**src/rtl/stage_sequencer_pkg.sv**
```systemverilog
`default_nettype none
// ----------------------------------------------------------------------------
// stage_sequencer_pkg: opcodes, state/fault encodings for the stage sequencer
// Rev 1.0
// ----------------------------------------------------------------------------
package stage_sequencer_pkg;

  localparam logic [6:0] OP_LOAD   = 7'b0000011;
  localparam logic [6:0] OP_STORE  = 7'b0100011;
  localparam logic [6:0] OP_BRANCH = 7'b1100011;
  localparam logic [6:0] OP_JAL    = 7'b1101111;
  localparam logic [6:0] OP_JALR   = 7'b1100111;
  localparam logic [6:0] OP_SYSTEM = 7'b1110011;

  localparam int TIMER_W = 8;

  typedef enum logic [2:0] {
    FETCH  = 3'd0,
    DECODE = 3'd1,
    EXEC   = 3'd2,
    MEM    = 3'd3,
    WB     = 3'd4,
    HALT   = 3'd5
  } seq_state_t;

  typedef enum logic [1:0] {
    F_NONE    = 2'b00,
    F_ILLEGAL = 2'b01,
    F_TIMEOUT = 2'b10
  } fault_t;

  function automatic logic is_mem_op(input logic [6:0] op);
    return (op == OP_LOAD) || (op == OP_STORE);
  endfunction

endpackage
`default_nettype wire

```
**src/rtl/stage_timer.sv**
```systemverilog
`default_nettype none
// ----------------------------------------------------------------------------
// stage_timer: clearable saturating wait counter; expired marks the
// MEM_TIMEOUT-th enabled cycle since the last clear.
// Rev 1.0
// ----------------------------------------------------------------------------
module stage_timer
  import stage_sequencer_pkg::*;
#(
  parameter int unsigned MEM_TIMEOUT = 15
) (
  input  logic clk,
  input  logic rst,
  input  logic clear,
  input  logic enable,
  output logic expired
);

  localparam logic [TIMER_W-1:0] LIMIT = TIMER_W'(MEM_TIMEOUT);

  logic [TIMER_W-1:0] count_q;
  logic [TIMER_W-1:0] count_d;

  always_comb begin
    count_d = count_q;
    if (clear) begin
      count_d = '0;
    end else if (enable && (count_q != LIMIT)) begin
      count_d = count_q + TIMER_W'(1);
    end
  end

  always_ff @(posedge clk) begin
    if (rst) begin
      count_q <= '0;
    end else begin
      count_q <= count_d;
    end
  end

  // count_q holds completed cycles, so the current cycle is count_q + 1
  assign expired = enable && ((count_q + TIMER_W'(1)) == LIMIT);

endmodule
`default_nettype wire

```
**src/rtl/stage_sequencer.sv**
```systemverilog
`default_nettype none
// ----------------------------------------------------------------------------
// stage_sequencer: multi-cycle FETCH/DECODE/EXEC/MEM/WB control FSM
// Rev 1.0
// ----------------------------------------------------------------------------
module stage_sequencer
  import stage_sequencer_pkg::*;
#(
  parameter int unsigned MEM_TIMEOUT = 15,
  parameter int unsigned CNT_W       = 32
) (
  input  logic             clk,
  input  logic             rst,
  output logic             imem_req,
  input  logic             imem_valid,
  input  logic [6:0]       dec_opcode,
  input  logic             dec_illegal,
  input  logic             br_taken,
  output logic             decode_en,
  output logic             exec_en,
  output logic             dmem_req,
  output logic             dmem_we,
  input  logic             dmem_ack,
  output logic             wb_en,
  output logic             pc_we,
  output logic             pc_sel,
  output logic             halted,
  output logic [1:0]       fault,
  output logic [CNT_W-1:0] instret
);

  seq_state_t       state_q,    state_d;
  logic [6:0]       opcode_q,   opcode_d;
  logic             br_taken_q, br_taken_d;
  fault_t           fault_q,    fault_d;
  logic [CNT_W-1:0] instret_q,  instret_d;
  logic             timer_clr;
  logic             timer_exp;

  stage_timer #(
    .MEM_TIMEOUT(MEM_TIMEOUT)
  ) u_timer (
    .clk    (clk),
    .rst    (rst),
    .clear  (timer_clr),
    .enable (state_q == MEM),
    .expired(timer_exp)
  );

  always_comb begin
    state_d    = state_q;
    opcode_d   = opcode_q;
    br_taken_d = br_taken_q;
    fault_d    = fault_q;
    instret_d  = instret_q;
    timer_clr  = 1'b0;
    case (state_q)
      FETCH: begin
        if (imem_valid) state_d = DECODE;
      end
      DECODE: begin
        opcode_d = dec_opcode;
        if (dec_illegal) begin
          state_d = HALT;
          fault_d = F_ILLEGAL;
        end else begin
          state_d = EXEC;
        end
      end
      EXEC: begin
        br_taken_d = br_taken;
        if (opcode_q == OP_SYSTEM) begin
          state_d = HALT;
          fault_d = F_NONE;
        end else if (is_mem_op(opcode_q)) begin
          state_d   = MEM;
          timer_clr = 1'b1;
        end else begin
          state_d = WB;
        end
      end
      MEM: begin
        // an ack arriving on the expiry cycle still completes the access
        if (dmem_ack) begin
          state_d = WB;
        end else if (timer_exp) begin
          state_d = HALT;
          fault_d = F_TIMEOUT;
        end
      end
      WB: begin
        instret_d = instret_q + CNT_W'(1);
        state_d   = FETCH;
      end
      HALT: begin
        state_d = HALT;
      end
      default: begin
        state_d = FETCH;
      end
    endcase
  end

  always_ff @(posedge clk) begin
    if (rst) begin
      state_q    <= FETCH;
      opcode_q   <= '0;
      br_taken_q <= 1'b0;
      fault_q    <= F_NONE;
      instret_q  <= '0;
    end else begin
      state_q    <= state_d;
      opcode_q   <= opcode_d;
      br_taken_q <= br_taken_d;
      fault_q    <= fault_d;
      instret_q  <= instret_d;
    end
  end

  // rst masks every output so an interrupted WB cannot commit in that cycle
  always_comb begin
    imem_req  = 1'b0;
    decode_en = 1'b0;
    exec_en   = 1'b0;
    dmem_req  = 1'b0;
    dmem_we   = 1'b0;
    wb_en     = 1'b0;
    pc_we     = 1'b0;
    pc_sel    = 1'b0;
    halted    = 1'b0;
    if (!rst) begin
      case (state_q)
        FETCH:  imem_req  = 1'b1;
        DECODE: decode_en = 1'b1;
        EXEC:   exec_en   = 1'b1;
        MEM: begin
          dmem_req = 1'b1;
          dmem_we  = (opcode_q == OP_STORE);
        end
        WB: begin
          pc_we  = 1'b1;
          wb_en  = (opcode_q != OP_STORE) && (opcode_q != OP_BRANCH);
          pc_sel = (opcode_q == OP_JAL) || (opcode_q == OP_JALR) ||
                   ((opcode_q == OP_BRANCH) && br_taken_q);
        end
        HALT:   halted = 1'b1;
        default: ;
      endcase
    end
  end

  assign fault   = rst ? 2'b00 : fault_q;
  assign instret = rst ? '0 : instret_q;

endmodule
`default_nettype wire
```
**config.mk**
```make
export PLATFORM = sky130hd
export DESIGN_NAME = stage_sequencer
export DESIGN_NICKNAME = d
export VERILOG_FILES = /design/src/rtl/stage_sequencer_pkg.sv /design/src/rtl/stage_timer.sv /design/src/rtl/stage_sequencer.sv
export SDC_FILE = /design/constraint.sdc
export NUM_CORES = 1
export LEC_CHECK = 0
export CORE_ASPECT_RATIO = 1.4
export CORE_UTILIZATION = 54
export CTS_BUF_LIST = sky130_fd_sc_hd__clkbuf_2 sky130_fd_sc_hd__clkbuf_4 sky130_fd_sc_hd__clkbuf_8
export DETAILED_ROUTE_END_ITERATION = 8
export GPL_TIMING_DRIVEN = 0
export PLACE_DENSITY = 0.87
export SLEW_MARGIN = 10
export SYNTH_ARGS = -nofsm -noshare
export SYNTH_HDL_FRONTEND = slang
export SYNTH_HIERARCHICAL = 1
export SYNTH_SLANG_ARGS = --single-unit
```
**constraint.sdc**
```tcl
create_clock -name clk -period 2.9 [get_ports clk]
set_input_delay 0.87 -clock clk [delete_from_list [all_inputs] [get_ports clk]]
set_output_delay 0.87 -clock clk [all_outputs]
set_load 0.05 [all_outputs]
```
==> reports/results.ini, run 1 <==
[status]
status=finished, final reports clean

[logic_synthesis]
ys_ff_latch=53
synth_cells=375
syn-cell-area_sq_um=2950
yosysSeqAreaShare=0.360
synth_cell_types=52
syn-num-nets=391
postSynth.asyncResetShare=0
synth_edf_count=0
syn_area_per_cell_sq_um=7.86
ys_warn_count=6
synth_ff_type=dfxtp_1

[power]
p_per_area_nw_per_um2=399
ir_drop_mv=0.242
p_leak_nw=1.37

[floorplanning]
rows=31
io-pin-count=56
core_area_sq_um=5200
die_area_sq_um=5760
initial_core_util=0.567
die_h_um=89.4
die_w_um=64.4

[detailed_routing]
ant_nets=0
drt_wl_total_mm=7.06
first_pass_iters=4
drc_errors=0
post_drt_wl_per_cell_um=14.0
routed_via_density=5.78
first_iter_violations=207
vias=2915

[grt]
grt_pass1_wl_mm=11.9
grt_overflow=0
grt_max_degree=16
grt_pass1_vias=2776
antenna_found_initial=0
grt_usage=0.258

[run]
max-cap-violations=0

[sta]
timing.final.hold_violations=0
setup_viol=0
drv_slew=0
fmax_mhz=350
worst_pin_slew_ns=0.582
final.min_clock_period_ns=2.86
finClkSkew_ns=0.00790
rsz0062_at_grt=yes
setup_slack_ns=0.0391
finalCritPeriodShare=0.987
worst_slew_margin_rel=0.602

[worst_setup_path]
path_max_fanout=10
required_ns=2.03
reg2reg_slack_ns=0.33
endpoint_kind=output pin
critPathLaunchType=input pin
critPathKind=input pin to output pin
critPathArrivalTime_ns=1.99

[place]
dp_cells=496
gp_congestion=0.965
dp_hpwl_mm=5.19
portBuffers=55
pre_cts_ws_ns=-1.50

[clock_network]
root_buffer=clkbuf_8
clkSlewWorstSetupHoldPaths_ns=0.09
post_cts_buffers=0
cts_sinks=53
numCtsBuffers=5
max-clock-path-buffers=2
cts_tree=done
hold_buffers=0
ctsResizeCount=186
insertion_delay_ns=0.30
cts-htree-levels=2

[final_layout]
layout.nets=453
num_antenna_cells=0
area_delta_synth_final_pct=26.1
fill_cells=433
final_core_util=0.715
multi_input_area_sq_um=1800
regArea_sq_um=1060
layout.cells.non_filler=504
layout-drive-gt1-share=0.219

[min_path]
hold_path_class=flip-flop to flip-flop

-- where the power goes --
part           switching (mW)  internal (mW)
combinational           0.119         0.0724
clock                   0.238          0.291
sequential             0.0165          0.745
total                   0.373           1.11
-- layer usage --
layer / routed length [um] / part of all wire / global-route usage
met5: 0 / 0 / 0
met4: 133 / 0.019 / 0.115
met3: 370 / 0.052 / 0.0293
met2: 3680 / 0.52 / 0.479
met1: 2880 / 0.41 / 0.295
-- final cells by class --
type,count,area share
tap,66,0.0222
clock buffer,7,0.0242
sequential,53,0.286
multi-input combinational,287,0.484
inverter,14,0.0141
timing repair buffer,55,0.125
buffer,21,0.0364
clock inverter,1,0.00808
-- synth_stat cells, drive strengths merged (8+ instances only) --
| cell type | n | area (sq um) |
|---|---|---|
| nor2 | 43 | 161 |
| nor4 | 8 | 50.1 |
| dfxtp | 53 | 1060 |
| nor3 | 13 | 65.1 |
| clkbuf | 15 | 56.3 |
| inv | 14 | 52.6 |
| nand2 | 32 | 120 |
| o21ai | 18 | 90.1 |
| nor2b | 30 | 188 |
| xor2 | 10 | 87.6 |
| a21oi | 26 | 130 |
| nand4 | 14 | 93.8 |
| mux2 | 10 | 113 |
-- registers in the layout, indices dropped and copies added, names as in the netlist --
signal	count
u_timer/count_q	8
fault_q	2
state_q	3
instret_q	32
br_taken_q	1
opcode_q	7
-- stage by stage --
stage	hold slack [ns]	cell area (sq um)	total power, mW	setup TNS, ns
floorplan	0.437	2990	0.899	-0.678
global placement	0.453	3620	0.957	-40.68
detailed placement	0.456	3620	0.960	-41.02
CTS	0.469	3780	1.48	0
global route	0.510	3720	1.54	-0.00401
finish	0.467	3720	1.48	0
-- critical path, stage by stage --
cell and delay [ns]:
dlygate4sd2_1 0.30, clkbuf_2 0.23, nor2b_1 0.20, clkdlybuf4s18_2 0.39
-- worst paths after layout --
kind,start,end,depth (start not counted)
setup / recovery,rst,instret[29],4
hold / removal,br_taken_q,br_taken_q,2
setup reg to reg,state_q[1],state_q[2],8
hold reg to reg,br_taken_q,br_taken_q,2
-- logic make-up after synthesis --
| family | after synthesis | synth area share |
|---|---|---|
| multiplexers | 10 | 0.0382 |
| flip-flops | 53 | 0.360 |
| AND/OR/NAND/NOR | 191 | 0.352 |
| buffers and inverters | 35 | 0.0505 |
| AO/OA/AOI/OAI | 67 | 0.139 |
| XOR/XNOR | 16 | 0.0476 |
| adder cells (fa/ha/maj) | 3 | 0.0127 |
-- cells in the final DEF, fill, tap and decap left out, drive strengths merged, types with 14 or more instances in the layout --
| master | instances |
|---|---|
| nor2 | 43 |
| nand4 | 14 |
| nor2b | 30 |
| a21oi | 26 |
| dfxtp | 53 |
| clkbuf | 22 |
| buf | 34 |
| o21ai | 18 |
| nand2 | 32 |
| inv | 14 |
Note: power is estimated with default switching activity, not from simulation.
==> run 2, diff against run 1 <==
--- a/config.mk
+++ b/config.mk
@@ -11,6 +11,7 @@
 export DETAILED_ROUTE_END_ITERATION = 8
 export GPL_TIMING_DRIVEN = 0
 export PLACE_DENSITY = 0.87
+export REMOVE_ABC_BUFFERS = 1
 export SLEW_MARGIN = 10
 export SYNTH_ARGS = -nofsm -noshare
 export SYNTH_HDL_FRONTEND = slang
==> reports/results.ini, run 2 (synthesis gave the netlist of run 1 again) <==
[final_layout]
layout.nets=432  ; was 453
num_antenna_cells=0  ; unchanged
final_core_util=0.687  ; was 0.715
final_cell_mix=dfxtp_1 (51), nor2_1 (42), dlygate4sd2_1 (36), nand2_1 (32), nor2b_1 (30)  ; was dfxtp_1 (53), nor2_1 (36), nand2_1 (31), nor2b_1 (30), a21oi_1 (26)
multi_input_area_sq_um=1760  ; was 1800 sq um
largest_registers=instret_q: 32 flops, u_timer/count_q: 8 flops, opcode_q: 7 flops  ; unchanged
area_delta_synth_final_pct=21.1  ; was 26.1%
final_common_cell=dfxtp_1  ; unchanged
largest_reg_flops=32  ; unchanged
largest_register=instret_q  ; unchanged
fill_cells=460  ; was 433
layout-drive-gt1-share=0.0959  ; was 0.219
regArea_sq_um=1060  ; about the same

[detailed_routing]
first_iter_violations=119  ; was 207
drc_errors=0  ; unchanged
vias=2781  ; was 2915
first_pass_iters=4  ; unchanged
drt_wl_total_mm=6.51  ; was 7.06 mm
routed_via_density=5.76  ; was 5.78
ant_nets=0  ; unchanged
post_drt_wl_per_cell_um=13.5  ; was 14.0 um

[sta]
finClkSkew_ns=0.00931  ; was 0.00790 ns
drv_slew=0  ; unchanged
rsz0062_at_grt=no  ; was yes
worst_pin_slew_ns=0.714  ; was 0.582 ns
fmax_mhz=356  ; was 350 MHz
whs_ns=0.491  ; was 0.467 ns
timing.final.hold_violations=0  ; unchanged
finalCritPeriodShare=0.967  ; was 0.987
final.min_clock_period_ns=2.81  ; was 2.86 ns
setup_slack_ns=0.0944  ; was 0.0391 ns
setup_viol=0  ; unchanged
worst_slew_margin_rel=0.517  ; was 0.602

[grt]
grt_overflow=0  ; unchanged
grt_pass1_vias=2504  ; was 2776
grt_max_degree=86  ; was 16
grt_usage=0.237  ; was 0.258
grt_pass1_wl_mm=10.9  ; was 11.9 mm
antenna_found_initial=0  ; unchanged

[place]
pre_cts_ws_ns=-0.644  ; was -1.50 ns
dp_hpwl_mm=4.44  ; was 5.19 mm
portBuffers=55  ; unchanged
gp_congestion=0.924  ; was 0.965

[floorplanning]
die_area_sq_um=5760  ; unchanged
die_w_um=64.4  ; unchanged
io-pin-count=56  ; unchanged
core_area_sq_um=5200  ; unchanged
rows=31  ; unchanged
initial_core_util=0.567  ; unchanged
die_h_um=89.4  ; unchanged

[worst_setup_path]
critPathTopFamily=buffers and inverters  ; unchanged
required_ns=2.03  ; about the same
crit_chain=buf_8 > nor2_2 > and3_1 > clkdlybuf4s15_2  ; was dlygate4sd2_1 > clkbuf_2 > nor2b_1 > clkdlybuf4s18_2
critPathLaunchType=input pin  ; unchanged
crit_buf_inv=2  ; was 3
critPathArrivalTime_ns=1.94  ; was 1.99 ns
critPathKind=input pin to output pin  ; unchanged
cpPeakStageDelay_ns=0.37  ; was 0.39 ns
endpoint_kind=output pin  ; unchanged
path_max_fanout=85  ; was 10
critPathSlowestCell=buf_8  ; was clkdlybuf4s18_2

[run]
max-cap-violations=0  ; unchanged

[clock_network]
post_cts_buffers=0  ; unchanged
root_buffer=clkbuf_8  ; unchanged
cts_tree=done  ; unchanged
clkSlewWorstSetupHoldPaths_ns=0.10  ; was 0.09 ns
numCtsBuffers=5  ; unchanged
cts-htree-levels=2  ; unchanged
hold_buffers=0  ; unchanged
insertion_delay_ns=0.31  ; was 0.30 ns
max-clock-path-buffers=2  ; unchanged
cts_sinks=53  ; unchanged

[power]
p_per_area_nw_per_um2=407  ; was 399 nW/um^2
p_leak_nw=1.39  ; was 1.37 nW
ir_drop_mv=0.375  ; was 0.242 mV

[status]
status=finished, final reports clean  ; unchanged

[min_path]
hold_path_class=flip-flop to flip-flop  ; unchanged

[run 2: changes by cell type in the layout (fill, tap and decap cells not counted), moves of 4 or more]
cell	change
buf_2	-19
clkbuf_1	-7
nor2_2	-6
clkdlybuf4s18_2	-4
clkdlybuf4s15_2	-9
buf_4	-6
dlygate4sd2_1	+35
buf_6	-7
nor2_1	+6
[run 2: worst reg2reg max path, delay by kind of cell (launching register included)]
family / cells / cell delay (ns)
flip-flops: 1 / 0.59
multiplexers: 1 / 0.38
AND/OR/NAND/NOR: 3 / 1.49
[run 2: final timing paths]
kind	from	to	slack (ns)	cells after the start
hold reg to reg	instret_q[30]	instret_q[30]	0.49	2
setup reg to reg	state_q[2]	instret_q[26]	0.34	4
hold / removal	instret_q[30]	instret_q[30]	0.49	2
setup / recovery	rst	dmem_we	0.09	4
[run 2: final cells by class]
type,instances,share of cell area
Sequential cell,53,0.298
Inverter,14,0.0147
Clock buffer,6,0.0231
Clock inverter,2,0.0105
Multi-Input combinational cell,287,0.493
Tap cell,66,0.0231
Timing Repair Buffer,55,0.137
[run 2: power breakdown]
| group | switching [mW] | total (mW) | leakage [nW] | internal, mW |
|---|---|---|---|---|
| clock | 0.245 | 0.526 | 0.0574 | 0.281 |
| sequential | 0.0286 | 0.774 | 0.429 | 0.746 |
| combinational | 0.0941 | 0.152 | 0.906 | 0.0584 |
[run 2: per-stage QoR]
stage          TNS [ns]  instances  cell area [sq um]  power [mW]
6_report              0        483               3570        1.45
5_1_grt               0        483               3570        1.51
4_1_cts               0        483               3570        1.45
3_5_place_dp     -14.98        475               3480       0.942
3_3_place_gp    -135.01        475               3480       0.940
2_1_floorplan    -0.885        354               2850       0.875
[run 2: repair_timing]
action / 4_1_cts / 5_1_grt
gates cloned: 0 / 0
resized for setup: 54 / 19
setup endpoints to repair: 49 / 13
[run 2: routing by layer]
layer	vias up	track usage	part of all wire
li1	1416	-	-
met1	1286	0.270	0.43
met2	69	0.450	0.53
met3	10	0.0408	0.033
met4	0	0.0687	0.014
met5	-	0	0
==> patch 1 (config.mk and constraints of run 2) <==
Set the parameter `CNT_W` to 48 (it was 32).
--- a/src/rtl/stage_sequencer.sv
+++ b/src/rtl/stage_sequencer.sv
@@ -7,7 +7,7 @@
   import stage_sequencer_pkg::*;
 #(
   parameter int unsigned MEM_TIMEOUT = 15,
-  parameter int unsigned CNT_W       = 32
+  parameter int unsigned CNT_W       = 48
 ) (
   input  logic             clk,
   input  logic             rst,
Ports: changed (resized instret); port bits go from 56 to 72. No check against the original RTL was run, so the function may have changed too.
==> patch 1 against run 2 <==
Maximum frequency fell by 2.0%; count of clock-buffer cells in the layout increased by 5; die area rose by 27%; sequential share of layout area down 0.70 points; setup slack got worse by 57 ps; cell area up 33%; largest power group unchanged; final cell count increased by 30%; synthesized area is 27% higher; highest routed layer unchanged; sequential cell count increased by 16; routed wire length rose by 45%; utilization rose by 2.9 points; total power up 49%; largest cell class unchanged.
==> patch 1: results (changes against run 2) <==
metric,value,unit,change
Final non-clock buffer share,14.95,%,was 13.74%
sequential share of cell area,29.10,%,was 29.80%
detailed placement HPWL,5875,um,was 4440 um
post-synthesis adder-cell area fraction,1.000,%,was 1.274%
r2r startpoint,u_timer/count_q[0],,was state_q[2]
hold path start,br_taken_q,,was instret_q[30]
sequential share of the synthesized area,36.80,%,was 36.01%
met2 GRT Util,48.24,%,was 44.98%
reg2reg end,fault_q[0],,was instret_q[26]
Routed WL,9410,um,was 6511 um
clk_lat worst skew,360,ps,was 310 ps
number of global-route vias before repair,3409,,was 2504
Min Hold Slack,504.8,ps,was 490.6 ps
M1 WL,3815,um,was 2770 um
Peak Freq,0.3494,GHz,was 0.3564 GHz
layout cells sized above 1,9.125,%,was 9.592%
status,finished clean,,unchanged
Non-CTS buffers,73,,was 55
CP Max Fanout,45,,was 85
DP Worst Slack,-736.2,ps,was -644.0 ps
Avg WL per Cell,14.96,um,was 13.48 um
leading cell types by total area after synthesis,"dfxtp_1 (37%), nor2b_1 (7.5%), nor2_1 (6.8%), xor2_1 (5.4%), xnor2_1 (4.9%)",,"was dfxtp_1 (36%), nor2b_1 (6.4%), nor2_1 (5.5%), a21oi_1 (4.4%), nand2_1 (4.1%)"
Cells after DPL,612,,was 475
Leakage,1.825,nW,was 1.393 nW
met2 wire length,4849,um,was 3434 um
## patch 1: cell count changes after synthesis, sizes merged, moves of 3 or more
cell   delta
and2      -3
and4      +4
buf       +6
dfxtp    +16
mux2      -8
nand3     +9
nand4    +15
nor2     +25
nor2b    +15
nor3      +3
xnor2    +15
xor2     +13
## patch 1: through the flow
step	instance area (sq um)	util, %
final	4763	71.56
after detailed placement	4487	67.41
after floorplan	3636	-
after CTS	4728	71.03
after global routing	4763	71.56
after global placement	4462	67.03
## patch 1: what timing repair did
action / CTS / global route
pin swaps: 0 / 1
endpoints found under the setup margin: 64 / 45
resized for setup: 91 / 14
hold buffers: 0 / 0
hold endpoints to repair: 0 / 0
cloned: 1 / 0
## patch 1: power by group through the flow
stage          clock [W]  sequential (W)  combinational [W]
2_1_floorplan          0         0.00100          0.0000920
3_3_place_gp           0         0.00101           0.000156
3_5_place_dp           0         0.00101           0.000163
4_1_cts         0.000999        0.000991           0.000171
5_1_grt          0.00105        0.000997           0.000194
6_report        0.000994        0.000995           0.000177
==> patch 2 (flow settings as in run 2) <==
Made on the original files. Reset style: asynchronous (`rst`), changed in 2 clocked blocks.
--- a/src/rtl/stage_timer.sv
+++ b/src/rtl/stage_timer.sv
@@ -30,7 +30,7 @@
     end
   end
 
-  always_ff @(posedge clk) begin
+  always_ff @(posedge clk or posedge rst) begin
     if (rst) begin
       count_q <= '0;
     end else begin
--- a/src/rtl/stage_sequencer.sv
+++ b/src/rtl/stage_sequencer.sv
@@ -101,7 +101,7 @@
     endcase
   end
 
-  always_ff @(posedge clk) begin
+  always_ff @(posedge clk or posedge rst) begin
     if (rst) begin
       state_q    <= FETCH;
       opcode_q   <= '0;
Check against the original RTL: same outputs for any inputs over 10 cycles, from zero or initial values and one cycle with rst high; that may be too few to reach the edited logic, so the function may still have changed.
==> patch 2 against run 2 <==
The run now ends with negative setup slack left; routed wire length fell by 5.9%; cell area rose by 5.4%; register-to-register slack improved by 290 ps; setup slack got worse by 120 ps; clock skew rose by 1.1 ps; synthesized area rose by 1.7%; sequential cell count did not move; maximum frequency fell by 4.0%; count of clock-buffer cells in the layout did not move.
Power is not compared: it rests on default switching activity, and its combinational part moved more than twofold at a synthesized area within 25%.
==> patch 2: results (changes against run 2) <==
metric,value,unit,change
WP data arrival,2050,ps,was 1940 ps
Antenna diodes,0,,unchanged
Hold EP,instret_q[31],,was instret_q[30]
hold path start,instret_q[31],,was instret_q[30]
reg2reg end,fault_q[1],,was instret_q[26]
Slew @ Worst Pin,638.3,ps,was 714.2 ps
Layout Nets,373,,was 432
clk_lat worst skew,310,ps,about the same
first-pass GRT wire length,10440,um,was 10880 um
cell count of the worst reg-to-reg path,7,,was 4
CP max stage cell,dlygate4sd2_1,,was buf_8
Routed WL,6124,um,was 6511 um
highest cell delay on the worst timing path,580,ps,was 370 ps
"Distinct cells, synth",48,,was 52
Post-synth ARST share,100.0,%,was 0%
fill cell count,371,,was 460
PnR worst setup slack,-21.46,ps,was 94.44 ps
violated checks,negative setup slack,,
leading cell types by total area after synthesis,"dfrtp_1 (44%), xnor2_1 (7.6%), nor2b_1 (7.5%), nand2_1 (4.9%), a21oi_1 (2.2%)",,"was dfxtp_1 (36%), nor2b_1 (6.4%), nor2_1 (5.5%), a21oi_1 (4.4%), nand2_1 (4.1%)"
Vias,2393,,was 2781
layout cells sized above 1,10.06,%,was 9.592%
biggest regs,"instret_q: 32 flops, u_timer/count_q: 8 flops, opcode_q: 7 flops",,unchanged
pin count of the biggest net entering global routing,43,,was 86
Worst Hold Depth,1,,was 2
DR iter-0 viols,132,,was 119
clk_skew,10.45,ps,was 9.315 ps
r2r startpoint,u_timer/count_q[0],,was state_q[2]
most common library cells after synthesis,"dfrtp_1 (53), nand2_1 (39), nor2b_1 (36), xnor2_1 (26)",,"was dfxtp_1 (53), nor2_1 (43), nand2_1 (32), nor2b_1 (30), a21oi_1 (26)"
status,finished with violations,,was finished clean
CP Max Fanout,42,,was 85
detailed placement HPWL,4273,um,was 4440 um
sequential share of the synthesized area,44.26,%,was 36.01%
Setup-failing EPs final,1,,was 0
number of global-route vias before repair,2327,,was 2504
placer congestion estimate,0.8839,,was 0.9235
origin of the worst setup path,rst,,unchanged
Fin Setup TNS,-21.46,ps,was 0 ps
first drt pass iteration count,4,,unchanged
DP Area,3573,sq um,was 3481 sq um
reg2reg setup slack,630,ps,was 340 ps
Tot GR Track Use,22.53,%,was 23.71%
## patch 2: cell count changes after synthesis, sizes merged, moves of 9 or more
cell	change
nor2	-30
dfrtp	+53
clkbuf	-9
o21ai	-12
dfxtp	-53
a21oi	-13
xnor2	+21
## patch 2: repair_timing
item	4_1_cts	5_1_grt
resized for setup	34	32
cloned	0	0
setup buffers	1	0
setup endpoints to repair	43	29
## patch 2: how the worst max path moves through the flow
stage / to / slack [ps]
CTS: dmem_we / 0.5
finish: halted / -20
detailed placement: pc_sel / -820
global route: instret[28] / 0.07
floorplan: pc_sel / -1150
global placement: pc_sel / -3110
## patch 2: kinds of logic (layout without fill, tap and decap cells)
logic type | count (synthesis) | after routing | synth area share [%]
and+or+nand+nor | 161 | 161 | 33.32
buffers and inverters | 23 | 76 | 3.758
xor gates and xnor gates | 31 | 31 | 9.311
muxes | 5 | 5 | 1.879
AOI/OAI and AO/OA | 29 | 29 | 6.222
adders and majority gates | 3 | 3 | 1.253
DFF | 53 | 53 | 44.26
## patch 2: per-layer routing
| layer | vias to the layer above | share of wire [%] | track usage (%) |
|---|---|---|---|
| li1 | 1163 | - | - |
| met3 | 15 | 2.9 | 3.046 |
| met4 | 0 | 3.1 | 10.56 |
| met5 | - | 0 | 0 |
| met1 | 1158 | 43 | 27.17 |
| met2 | 57 | 51 | 38.63 |
## patch 2: layout make-up
cell class,instances,area [sq um],area share [%]
multi-input cells,229,1565,41.63
flip-flops and latches,53,1329,35.34
clock inverters,2,37.54,0.9983
repair buffers,57,616.8,16.41
inverters,11,46.29,1.231
clock buffers,6,82.58,2.196
well taps,66,82.58,2.196
## patch 2: metrics by stage
stage                     power, W  hold slack, ps  setup WS (ps)  cells
after floorplan           0.001626           437.9          -1152    293
after global placement    0.001835           453.2          -3109    414
after detailed placement  0.001867           467.6         -822.5    415
after CTS                 0.002397           481.1         0.5380    424
after global routing      0.002535           489.9        0.06573    424
final                     0.002383           471.4         -21.46    424
## patch 2: power by group
group	leakage, nW	internal, W	switching [W]	total, W
Sequential	0.706	0.000883	0.000210	0.00109
Combinational	1.34	0.000309	0.000458	0.000767
Clock	0.0574	0.000281	0.000242	0.000523
